### src/rtl/waveform_pwm_output_if.sv
// Sample handshake between the waveform generator and the PWM output stage.
// The generator (master) presents three signed sample streams, each with its
// own one-cycle valid strobe, and receives one sample request per PWM period.
interface waveform_pwm_output_if #(
   parameter int N_FRAC = 7
);

   logic signed [N_FRAC:0] data_sawtooth_i;
   logic                   data_sawtooth_valid_strobe_i;
   logic signed [N_FRAC:0] data_triangle_i;
   logic                   data_triangle_valid_strobe_i;
   logic signed [N_FRAC:0] data_square_puls_i;
   logic                   data_square_puls_valid_strobe_i;
   logic                   next_data_strobe_o;

   modport master (
      output data_sawtooth_i,
      output data_sawtooth_valid_strobe_i,
      output data_triangle_i,
      output data_triangle_valid_strobe_i,
      output data_square_puls_i,
      output data_square_puls_valid_strobe_i,
      input  next_data_strobe_o
   );

   modport slave (
      input  data_sawtooth_i,
      input  data_sawtooth_valid_strobe_i,
      input  data_triangle_i,
      input  data_triangle_valid_strobe_i,
      input  data_square_puls_i,
      input  data_square_puls_valid_strobe_i,
      output next_data_strobe_o
   );

endinterface

### src/rtl/waveform_pwm_output.sv
// PWM output stage for the waveform generator.
// Selects one of three signed sample streams, latches one sample per PWM
// period and emits a single-bit PWM whose duty is the sample in offset
// binary. One request strobe per period paces the generator, and a sticky
// flag records any period that started without a fresh selected sample.
module waveform_pwm_output #(
   parameter int N_FRAC = 7
) (
   input  logic                   clk_i,
   input  logic                   rst_i,
   input  logic [1:0]             wave_select_i,
   waveform_pwm_output_if.slave   gen,
   output logic signed [N_FRAC:0] sample_o,
   output logic                   sample_valid_strobe_o,
   output logic                   pwm_o,
   output logic                   underrun_o
);

   localparam logic [N_FRAC:0] CNT_LAST = '1;
   localparam logic [1:0]      SEL_SAW  = 2'b00;
   localparam logic [1:0]      SEL_TRI  = 2'b01;
   localparam logic [1:0]      SEL_SQR  = 2'b10;
   localparam logic [1:0]      SEL_MUTE = 2'b11;

   typedef enum logic [0:0] {
      RESET,
      RUN
   } state_t;

   state_t                 state;
   logic [N_FRAC:0]        cnt;
   logic [1:0]             sel;
   logic signed [N_FRAC:0] pending;
   logic                   fresh;

   logic                   sel_strobe;
   logic signed [N_FRAC:0] sel_data;
   logic [N_FRAC:0]        duty;
   logic                   wrap;

   // Route the stream chosen by the period's select register; mute has no strobe.
   always_comb begin
      sel_strobe = 1'b0;
      sel_data   = '0;
      case (sel)
         SEL_SAW: begin
            sel_strobe = gen.data_sawtooth_valid_strobe_i;
            sel_data   = gen.data_sawtooth_i;
         end
         SEL_TRI: begin
            sel_strobe = gen.data_triangle_valid_strobe_i;
            sel_data   = gen.data_triangle_i;
         end
         SEL_SQR: begin
            sel_strobe = gen.data_square_puls_valid_strobe_i;
            sel_data   = gen.data_square_puls_i;
         end
         default: begin
            sel_strobe = 1'b0;
            sel_data   = '0;
         end
      endcase
   end

   // Offset-binary duty: flipping the sign bit maps -MID..MID-1 onto 0..P-1.
   assign duty = {~sample_o[N_FRAC], sample_o[N_FRAC-1:0]};
   assign wrap = (cnt == CNT_LAST);

   // Period FSM: RESET spends the release edge priming the first request, RUN
   // counts periods, captures samples, loads sample_o at the wrap and drives PWM.
   always_ff @(posedge clk_i) begin
      if (rst_i) begin
         state                  <= RESET;
         cnt                    <= '0;
         sel                    <= SEL_MUTE;
         pending                <= '0;
         fresh                  <= 1'b0;
         sample_o               <= '0;
         sample_valid_strobe_o  <= 1'b0;
         pwm_o                  <= 1'b0;
         gen.next_data_strobe_o <= 1'b0;
         underrun_o             <= 1'b0;
      end else begin
         case (state)
            RESET: begin
               state                  <= RUN;
               cnt                    <= '0;
               pwm_o                  <= 1'b0;
               sample_valid_strobe_o  <= 1'b0;
               gen.next_data_strobe_o <= 1'b1;
            end
            RUN: begin
               pwm_o <= (cnt < duty);
               if (wrap) begin
                  cnt                    <= '0;
                  sel                    <= wave_select_i;
                  fresh                  <= 1'b0;
                  gen.next_data_strobe_o <= 1'b1;
                  if (sel == SEL_MUTE) begin
                     sample_o              <= '0;
                     sample_valid_strobe_o <= 1'b1;
                  end else if (sel_strobe) begin
                     sample_o              <= sel_data;
                     sample_valid_strobe_o <= 1'b1;
                  end else if (fresh) begin
                     sample_o              <= pending;
                     sample_valid_strobe_o <= 1'b1;
                  end else begin
                     sample_valid_strobe_o <= 1'b0;
                     underrun_o            <= 1'b1;
                  end
               end else begin
                  cnt                    <= cnt + 1'b1;
                  gen.next_data_strobe_o <= 1'b0;
                  sample_valid_strobe_o  <= 1'b0;
                  if (sel_strobe) begin
                     pending <= sel_data;
                     fresh   <= 1'b1;
                  end
               end
            end
            default: begin
               state <= RESET;
            end
         endcase
      end
   end

endmodule

### src/flat_wrapper.sv
// flat-port wrapper written by rule: the top's interface ports become plain ports
module waveform_pwm_output_flat 
#(
   parameter int N_FRAC = 7
)
  (clk_i, rst_i, wave_select_i, sample_o, sample_valid_strobe_o, pwm_o, underrun_o, gen_data_sawtooth_i, gen_data_sawtooth_valid_strobe_i, gen_data_triangle_i, gen_data_triangle_valid_strobe_i, gen_data_square_puls_i, gen_data_square_puls_valid_strobe_i, gen_next_data_strobe_o);
  waveform_pwm_output_if #(.N_FRAC(N_FRAC)) gen_i ();
  input  logic clk_i;
  input  logic rst_i;
  input  logic [1:0] wave_select_i;
  output logic signed [N_FRAC:0] sample_o;
  output logic sample_valid_strobe_o;
  output logic pwm_o;
  output logic underrun_o;
  input wire logic [$bits(gen_i.data_sawtooth_i)-1:0] gen_data_sawtooth_i;
  input wire logic [$bits(gen_i.data_sawtooth_valid_strobe_i)-1:0] gen_data_sawtooth_valid_strobe_i;
  input wire logic [$bits(gen_i.data_triangle_i)-1:0] gen_data_triangle_i;
  input wire logic [$bits(gen_i.data_triangle_valid_strobe_i)-1:0] gen_data_triangle_valid_strobe_i;
  input wire logic [$bits(gen_i.data_square_puls_i)-1:0] gen_data_square_puls_i;
  input wire logic [$bits(gen_i.data_square_puls_valid_strobe_i)-1:0] gen_data_square_puls_valid_strobe_i;
  output wire logic [$bits(gen_i.next_data_strobe_o)-1:0] gen_next_data_strobe_o;
  assign gen_i.data_sawtooth_i = gen_data_sawtooth_i;
  assign gen_i.data_sawtooth_valid_strobe_i = gen_data_sawtooth_valid_strobe_i;
  assign gen_i.data_triangle_i = gen_data_triangle_i;
  assign gen_i.data_triangle_valid_strobe_i = gen_data_triangle_valid_strobe_i;
  assign gen_i.data_square_puls_i = gen_data_square_puls_i;
  assign gen_i.data_square_puls_valid_strobe_i = gen_data_square_puls_valid_strobe_i;
  assign gen_next_data_strobe_o = gen_i.next_data_strobe_o;
  waveform_pwm_output #(.N_FRAC(N_FRAC)) u_core (.clk_i(clk_i), .rst_i(rst_i), .wave_select_i(wave_select_i), .gen(gen_i), .sample_o(sample_o), .sample_valid_strobe_o(sample_valid_strobe_o), .pwm_o(pwm_o), .underrun_o(underrun_o));
endmodule
### config.mk
export PLATFORM = sky130hd
export DESIGN_NAME = waveform_pwm_output_flat
export DESIGN_NICKNAME = d
export VERILOG_FILES = /design/src/rtl/waveform_pwm_output_if.sv /design/src/rtl/waveform_pwm_output.sv /design/src/flat_wrapper.sv
export SDC_FILE = /design/constraint.sdc
export NUM_CORES = 1
export LEC_CHECK = 0
export CAP_MARGIN = 25
export CORE_MARGIN = 5
export CORE_UTILIZATION = 29
export CTS_BUF_LIST = sky130_fd_sc_hd__clkbuf_4 sky130_fd_sc_hd__clkbuf_8
export CTS_CLUSTER_SIZE = 10
export DETAILED_ROUTE_END_ITERATION = 16
export HOLD_SLACK_MARGIN = 0.12
export PLACE_DENSITY = 0.55
export SYNTH_ARGS = -nofsm -noshare
export SYNTH_HDL_FRONTEND = slang
export SYNTH_SLANG_ARGS = --single-unit
### constraint.sdc
create_clock -name clk_i -period 1.4 [get_ports clk_i]
set_input_delay 0.14 -clock clk_i [delete_from_list [all_inputs] [get_ports clk_i]]
set_output_delay 0.14 -clock clk_i [all_outputs]
set_load 0.01 [all_outputs]
==> metrics.md, run 1 <==
| Metric | Value |
|---|---|
| Remaining routing DRC violations | `0` |
| CTS clk-pin slew, worst paths | `about 0.070 ns` |
| Worst setup margin | `-0.1306 ns` |
| I/O Buffers | `42` |
| DR pass1 iterations | `4` |
| R2R Setup Slk | `-0.13 ns` |
| Most used flip-flop cell after synthesis | `dfxtp_1` |
| Rel. slew slack | `0.7991` |
| Crit Reg-Reg Startpoint | `u_core.cnt[4]` |
| Hold slack | `0.4617 ns` |
| Peak supply drop | `between 0.0004 and 0.0005 V` |
| Worst Hold Class | `primary input to register` |
| Hold_buf cts | `0` |
| Total wire length | `3896 microns` |
| DP Wirelength | `2990 microns` |
| Total CTS buffers | `5` |
| Gr usage total | `0.1115` |
| Cell Area, Synth | `1622 sq um` |
| First-pass GRT wire length | `approximately 6500 microns` |
| Final max-slew violation count | `0` |
| Average wire per standard cell | `between 10 and 15 microns` |
| Post-synth EDFFs | `0` |
| # setup viols final | `9` |
| Layout cells sized above 1 | `0.3457` |
| Htree depth | `2` |
| Yosys cell types | `34` |
| Synth top area cells | `dfxtp_1 40%, mux2i_1 17%, ha_1 6.2%` |
| Crit end category | `register` |
| Sink Count | `32` |
| CP arrival | `between 1.5 and 2 ns` |
| FF+latch count, synth | `32` |
| Initial Util | `0.2963` |
| Die height | `roughly 85 microns` |
| Fin crit period | `about 1.5 ns` |
| Antenna Nets Post-Route | `0` |
| Pwr dens | `roughly 750 nW/um^2` |
| Via density per instance | `about 4.4` |
| Hold depth | `3` |
| Synthesized instance count | `about 160` |
| Vias in the first global route | `1373` |
| Placed cells | `roughly 300` |
| Die X | `84.78 microns` |
| 1st-iter DRT viols | `52` |
| Post-route insts no fill | `roughly 320` |
| Worst Hold Path EP | `u_core.sel[0]` |
| Worst Hold Launch | `wave_select_i[0]` |
| Core ar. | `between 5000 and 6000 sq um` |
| N_diodes | `0` |
| Num rows | `27` |
| Max Cap Violations | `0` |
| GPL Wtd Cong | `between 0.7 and 0.8` |
| Layout area overhead | `65.74%` |
| Routed vias | `approximately 1.4k` |
| Peak Freq | `~650 MHz` |
| Max Clock Skew | `between 0.006 and 0.007 ns` |
| Antenna violations before repair | `0` |
| Worst Max-Slew Pin Slew | `between 0.2 and 0.3 ns` |
| Hold Violations, Final | `0` |
| Register area share after synthesis | `0.3951` |
| Run status | `finished with violations` |
| CTS Root Cell | `clkbuf_8` |
| Area leader, netlist | `dfxtp_1` |
| Critical path type | `register to register` |
| CP startpoint kind | `register` |
| Tcrit/Tclk final | `1.093` |
| Clk buf depth | `2` |
| Largest net degree at the start of global routing | `13` |
| RSZ-0062 raised after global routing | `yes` |
| Ports | `43` |
| Reg2Reg Depth | `6` |
| Leakage | `1.233 nW` |
| Nets | `between 200 and 300` |
| GRT overflow | `0` |
| Crit Reg-Reg Endpoint | `u_core.pwm_o` |
| Syn_nets | `202` |
| Ys Warns | `0` |
| Die area | `7187 sq um` |
| CTS tree | `done` |
| Worst skew pair latency | `~0.28 ns` |
| Failing checks | `setup timing` |
| WP data required | `1.58 ns` |
| Area share of the largest cell type after synthesis | `0.3951` |
| Core Util, Final | `0.4911` |
| Post-synthesis async set-or-reset flop share | `0` |
| Worst-path fanout max | `3` |
| Avg Cell Area, Syn | `9.948 sq um` |
-- area by class of cell --
type                    count  area [sq um]
inverters                   8         30.03
multi-input cells         119          1090
well taps                  72         90.09
flip-flops and latches     32         661.9
repair buffers             76         704.4
clock buffers               5         68.82
clock inverters             3         42.54
fillers                   527          2785
-- per-layer routing --
| metal | part of all wire | global-route usage | vias to the layer above |
|---|---|---|---|
| li1 | - | - | 738 |
| met1 | 0.46 | 0.1355 | 608 |
| met2 | 0.46 | 0.1786 | 35 |
| met3 | 0.060 | 0.04122 | 8 |
| met4 | 0.019 | 0.04317 | 0 |
| met5 | 0 | 0 | - |
-- stage by stage --
stage               setup WS, ns  cell area (sq um)  total power [W]  setup TNS (ns)
floorplan               -0.09841               1630        0.0009974         -0.3877
global placement         -0.2252               2366         0.001127          -2.794
detailed placement       -0.2664               2366         0.001129          -3.078
CTS                      -0.1214               2567         0.002029         -0.2694
global route             -0.1565               2688         0.002094          -1.735
finish                   -0.1306               2688         0.002006         -0.5329
-- worst max-delay path: stages (launching register included) --
cell       delay, ns
dfxtp_4         0.36
ha_4            0.23
a21o_1          0.15
a21oi_1         0.15
o21ai_1         0.10
a21o_1          0.17
a2111oi_2       0.27
-- kinds of logic after synthesis --
kind of cell               Yosys count  synth area share
AOI/OAI and AO/OA                   29            0.1381
xor gates and xnor gates             6           0.03241
adders and majority gates            8           0.06173
buffers and inverters               12           0.03395
DFF                                 32            0.3951
muxes                               30            0.1960
and+or+nand+nor                     46            0.1428
-- worst max-delay path by stage --
stage          slack, ns                  to                              from  depth (start not counted)
2_1_floorplan       -0.1        u_core.pwm_o                u_core.sample_o[4]                          7
3_3_place_gp       -0.23  u_core.sample_o[4]  gen_data_triangle_valid_strobe_i                          6
3_5_place_dp       -0.27  u_core.sample_o[2]  gen_data_triangle_valid_strobe_i                          6
4_1_cts            -0.12        u_core.pwm_o                u_core.sample_o[4]                          7
5_1_grt            -0.16  u_core.sample_o[3]                     u_core.sel[0]                          6
6_report           -0.13        u_core.pwm_o                     u_core.cnt[4]                          6
-- power by group --
part / total (W) / internal (W) / switching (W)
Sequential: 0.000918 / 0.000912 / 0.00000579
Combinational: 0.000202 / 0.000132 / 0.0000694
Clock: 0.000887 / 0.000527 / 0.000360
Total: 0.00201 / 0.00157 / 0.000435
-- synthesized netlist by cell type, drive strengths merged, types with 2 or more instances --
cell type / instances
o21ai: 9
ha: 8
mux2i: 29
and3: 5
nor3: 2
nand3: 4
a2111oi: 2
xor2: 3
nor2: 18
o2bb2ai: 9
inv: 8
dfxtp: 32
a21oi: 4
nand2: 12
xnor2: 3
buf: 3
a21o: 2
-- layout by cell type (no fill, tap or decap), types with 4 or more instances in the layout --
cell             count
ha_1                 4
dfxtp_2              8
dfxtp_1             21
o21ai_0              4
buf_6                4
dlygate4sd2_1        5
mux2i_2              4
nand2_1             10
buf_4               29
inv_1                7
o2bb2ai_2            4
mux2i_1             23
o2bb2ai_1            4
clkdlybuf4s50_1     34
nor2_1              17
clkbuf_8             5
o21ai_1              5
-- what timing repair did --
action	4_1_cts	5_1_grt
resized for setup	21	32
pin swaps	7	10
setup endpoints to repair	17	24
buffers inserted	4	1
-- flip-flops by register name, summed over array words and instances, names as in the netlist --
register,count
u_core.pwm_o,1
u_core.pending,8
u_core.cnt,8
u_core.sample_o,8
u_core.sample_valid_strobe_o,1
u_core.gen.next_data_strobe_o,1
u_core.underrun_o,1
u_core.fresh,1
u_core.sel,2
u_core.state,1
Power figures use the tool's default switching activity.
==> inputs of run 2 (changes only) <==
--- a/config.mk
+++ b/config.mk
@@ -6,7 +6,6 @@
 export NUM_CORES = 1
 export LEC_CHECK = 0
 export CAP_MARGIN = 25
-export CORE_MARGIN = 5
 export CORE_UTILIZATION = 29
 export CTS_BUF_LIST = sky130_fd_sc_hd__clkbuf_4 sky130_fd_sc_hd__clkbuf_8
 export CTS_CLUSTER_SIZE = 10
==> run 2 against run 1 <==
The flow still finishes with violations (setup timing). Via count decreased by 1.3%. Cell count unchanged. Combinational power about the same. Clock-buffer cell count increased by 3. Die area decreased by 18%. Sequential share of layout area decreased by 0.20 points. Non-clock buffer count increased by 2.
==> metrics.md, run 2 (synthesized netlist as in run 1, its figures left out) <==
| Metric | Value |
|---|---|
| Largest net degree at the start of global routing | `12` |
| Largest regs | `u_core.cnt: 8 flops, u_core.pending: 8 flops, u_core.sample_o: 8 flops` |
| Hold Violations, Final | `0` |
| Average wire per standard cell | `~11 microns` |
| Max Clock Skew | `roughly 0.0039 ns` |
| Failing checks | `setup timing` |
| Critical Path Slowest Stage Cell | `dfxtp_2` |
| WP data required | `1.58 ns` |
| First-pass GRT wire length | `6134 microns` |
| Nets | `between 200 and 300` |
| Initial Util | `0.3096` |
| WP depth | `7` |
| Num rows | `26` |
| Pwr dens | `roughly 700 nW/um^2` |
| Remaining routing DRC violations | `0` |
| Sink Count | `32` |
| Die area | `5894 sq um` |
| Max Cap Violations | `0` |
| Peak Freq | `663.6 MHz` |
| CP arrival | `around 1.7 ns` |
| CTS tree | `done` |
| Fin crit period | `1.507 ns` |
| Clk buf depth | `2` |
| Die X | `between 70 and 80 microns` |
| N_diodes | `0` |
| Reg2Reg Depth | `7` |
| Final max-slew violation count | `0` |
| Die height | `about 77 microns` |
| Antenna Nets Post-Route | `0` |
| Hold depth | `3` |
| Layout area overhead | `65.82%` |
| Most common cell after layout, fill and taps aside | `clkdlybuf4s50_1` |
| Pre-CTS setup slack | `-0.2865 ns` |
| Worst Hold Class | `primary input to register` |
| GPL Wtd Cong | `0.7321` |
| Leakage | `~1.3 nW` |
| Via density per instance | `approximately 4.4` |
| # setup viols final | `9` |
| CTS Root Cell | `clkbuf_8` |
| Worst setup margin | `-0.1069 ns` |
| Commonest non-fill, non-tap cells in the layout | `34 x clkdlybuf4s50_1, 32 x buf_4, 23 x dfxtp_1` |
| Critical path type | `register to register` |
| DR pass1 iterations | `4` |
| Total CTS buffers | `5` |
| R2R Setup Slk | `-0.11 ns` |
| Total wire length | `approximately 3500 microns` |
| Final instance area | `2689 sq um` |
| Hold slack | `between 0.4 and 0.5 ns` |
| Worst-path fanout max | `2` |
| 1st-iter DRT viols | `19` |
| Post-route insts no fill | `315` |
| CP top delay family | `compound AO/OA/AOI/OAI gates` |
| Vias in the first global route | `roughly 1.4k` |
| Crit end category | `register` |
| Rel. slew slack | `0.7826` |
| Core Util, Final | `0.5134` |
| Core ar. | `roughly 5200 sq um` |
| Worst Max-Slew Pin Slew | `between 0.3 and 0.4 ns` |
| Placed cells | `just over 300` |
| Gr usage total | `0.1303` |
| Tcrit/Tclk final | `1.076` |
| GRT overflow | `0` |
| Hold_buf cts | `0` |
| Cell Area, Placed | `roughly 2400 sq um` |
| Ports | `between 40 and 50` |
| Worst skew pair latency | `approximately 0.28 ns` |
| Htree depth | `2` |
| Crit path cell chain | `inv_2, ha_4, a21o_1, a21oi_1, o21ai_1, a21o_1, a2111oi_2` |
| WP buf/inv | `1` |
| CP startpoint kind | `register` |
| DP Wirelength | `around 2800 microns` |
| Peak supply drop | `about 0.00038 V` |
| Antenna violations before repair | `0` |
| Routed vias | `roughly 1.4k` |
| I/O Buffers | `42` |
| Slowest stage delay, CP | `0.33 ns` |
| CP most frequent cell | `a21o_1` |
| CTS clk-pin slew, worst paths | `approximately 0.070 ns` |
| Layout cells sized above 1 | `0.3469` |
| Run status | `finished with violations` |
| RSZ-0062 raised after global routing | `yes` |
==> run 2: cell types whose count changed in the layout (fill, tap and decap cells not counted), sizes merged <==
cell,previous run,this run
clkbuf,5,8
buf,34,36
bufinv,1,0
clkinv,1,0
clkinvlp,1,0
dlygate4sd2,5,4
dlymetal6s2s,3,4
==> run 2: layout make-up <==
cell class | count | area (sq um)
clock buffers | 8 | 97.59
flip-flops and latches | 32 | 656.9
multi-input cells | 119 | 1089
inverters | 8 | 30.03
well taps | 70 | 87.58
repair buffers | 78 | 728.2
fillers | 479 | 2549
==> run 2: repair_timing <==
item / 4_1_cts / 5_1_grt
pin swaps: 16 / 8
buffers inserted: 3 / 0
endpoints found under the setup margin: 18 / 24
resized for setup: 26 / 22
endpoints found under the hold margin: 0 / 0
==> run 2: power breakdown <==
group / switching [W] / leakage, nW / internal, W
Clock: 0.000324 / 0.0523 / 0.000439
Combinational: 0.0000701 / 0.939 / 0.000134
Sequential: 0.00000522 / 0.262 / 0.000914
==> run 2: layer usage <==
layer	vias to the layer above	routed length, microns	GRT usage
li1	735	-	-
met1	596	1656	0.1566
met2	35	1684	0.2223
met3	5	141	0.03333
met4	0	51	0.04615
met5	-	0	0
==> run 2: metrics by stage <==
stage | total power [W] | setup TNS, ns
after floorplan | 0.0009974 | -0.3877
after global placement | 0.001127 | -2.961
after detailed placement | 0.001127 | -3.368
after CTS | 0.001907 | -0.5765
after global routing | 0.001970 | -1.679
final | 0.001887 | -0.5722
==> run 2: final timing paths <==
path / from / to
max: u_core.sample_o[4] / u_core.pwm_o
min reg2reg: u_core.underrun_o / u_core.underrun_o
min: wave_select_i[1] / u_core.sel[1]
max reg2reg: u_core.sample_o[4] / u_core.pwm_o
==> run 2: worst reg2reg max path, cell delays in order (launching register included) <==
cell,delay (ns)
dfxtp_2,0.33
inv_2,0.04
ha_4,0.20
a21o_1,0.15
a21oi_1,0.13
o21ai_1,0.09
a21o_1,0.19
a2111oi_2,0.27
==> inputs of run 3 (changes only) <==
--- a/config.mk
+++ b/config.mk
@@ -5,11 +5,13 @@
 export SDC_FILE = /design/constraint.sdc
 export NUM_CORES = 1
 export LEC_CHECK = 0
-export CAP_MARGIN = 25
+export CAP_MARGIN = 20
 export CORE_UTILIZATION = 29
 export CTS_BUF_LIST = sky130_fd_sc_hd__clkbuf_4 sky130_fd_sc_hd__clkbuf_8
+export CTS_CLUSTER_DIAMETER = 60
 export CTS_CLUSTER_SIZE = 10
 export DETAILED_ROUTE_END_ITERATION = 16
+export GPL_ROUTABILITY_DRIVEN = 0
 export HOLD_SLACK_MARGIN = 0.12
 export PLACE_DENSITY = 0.55
 export SYNTH_ARGS = -nofsm -noshare
==> results of run 3 <==
Final layout, timing and power as in run 2 (identical DEF).
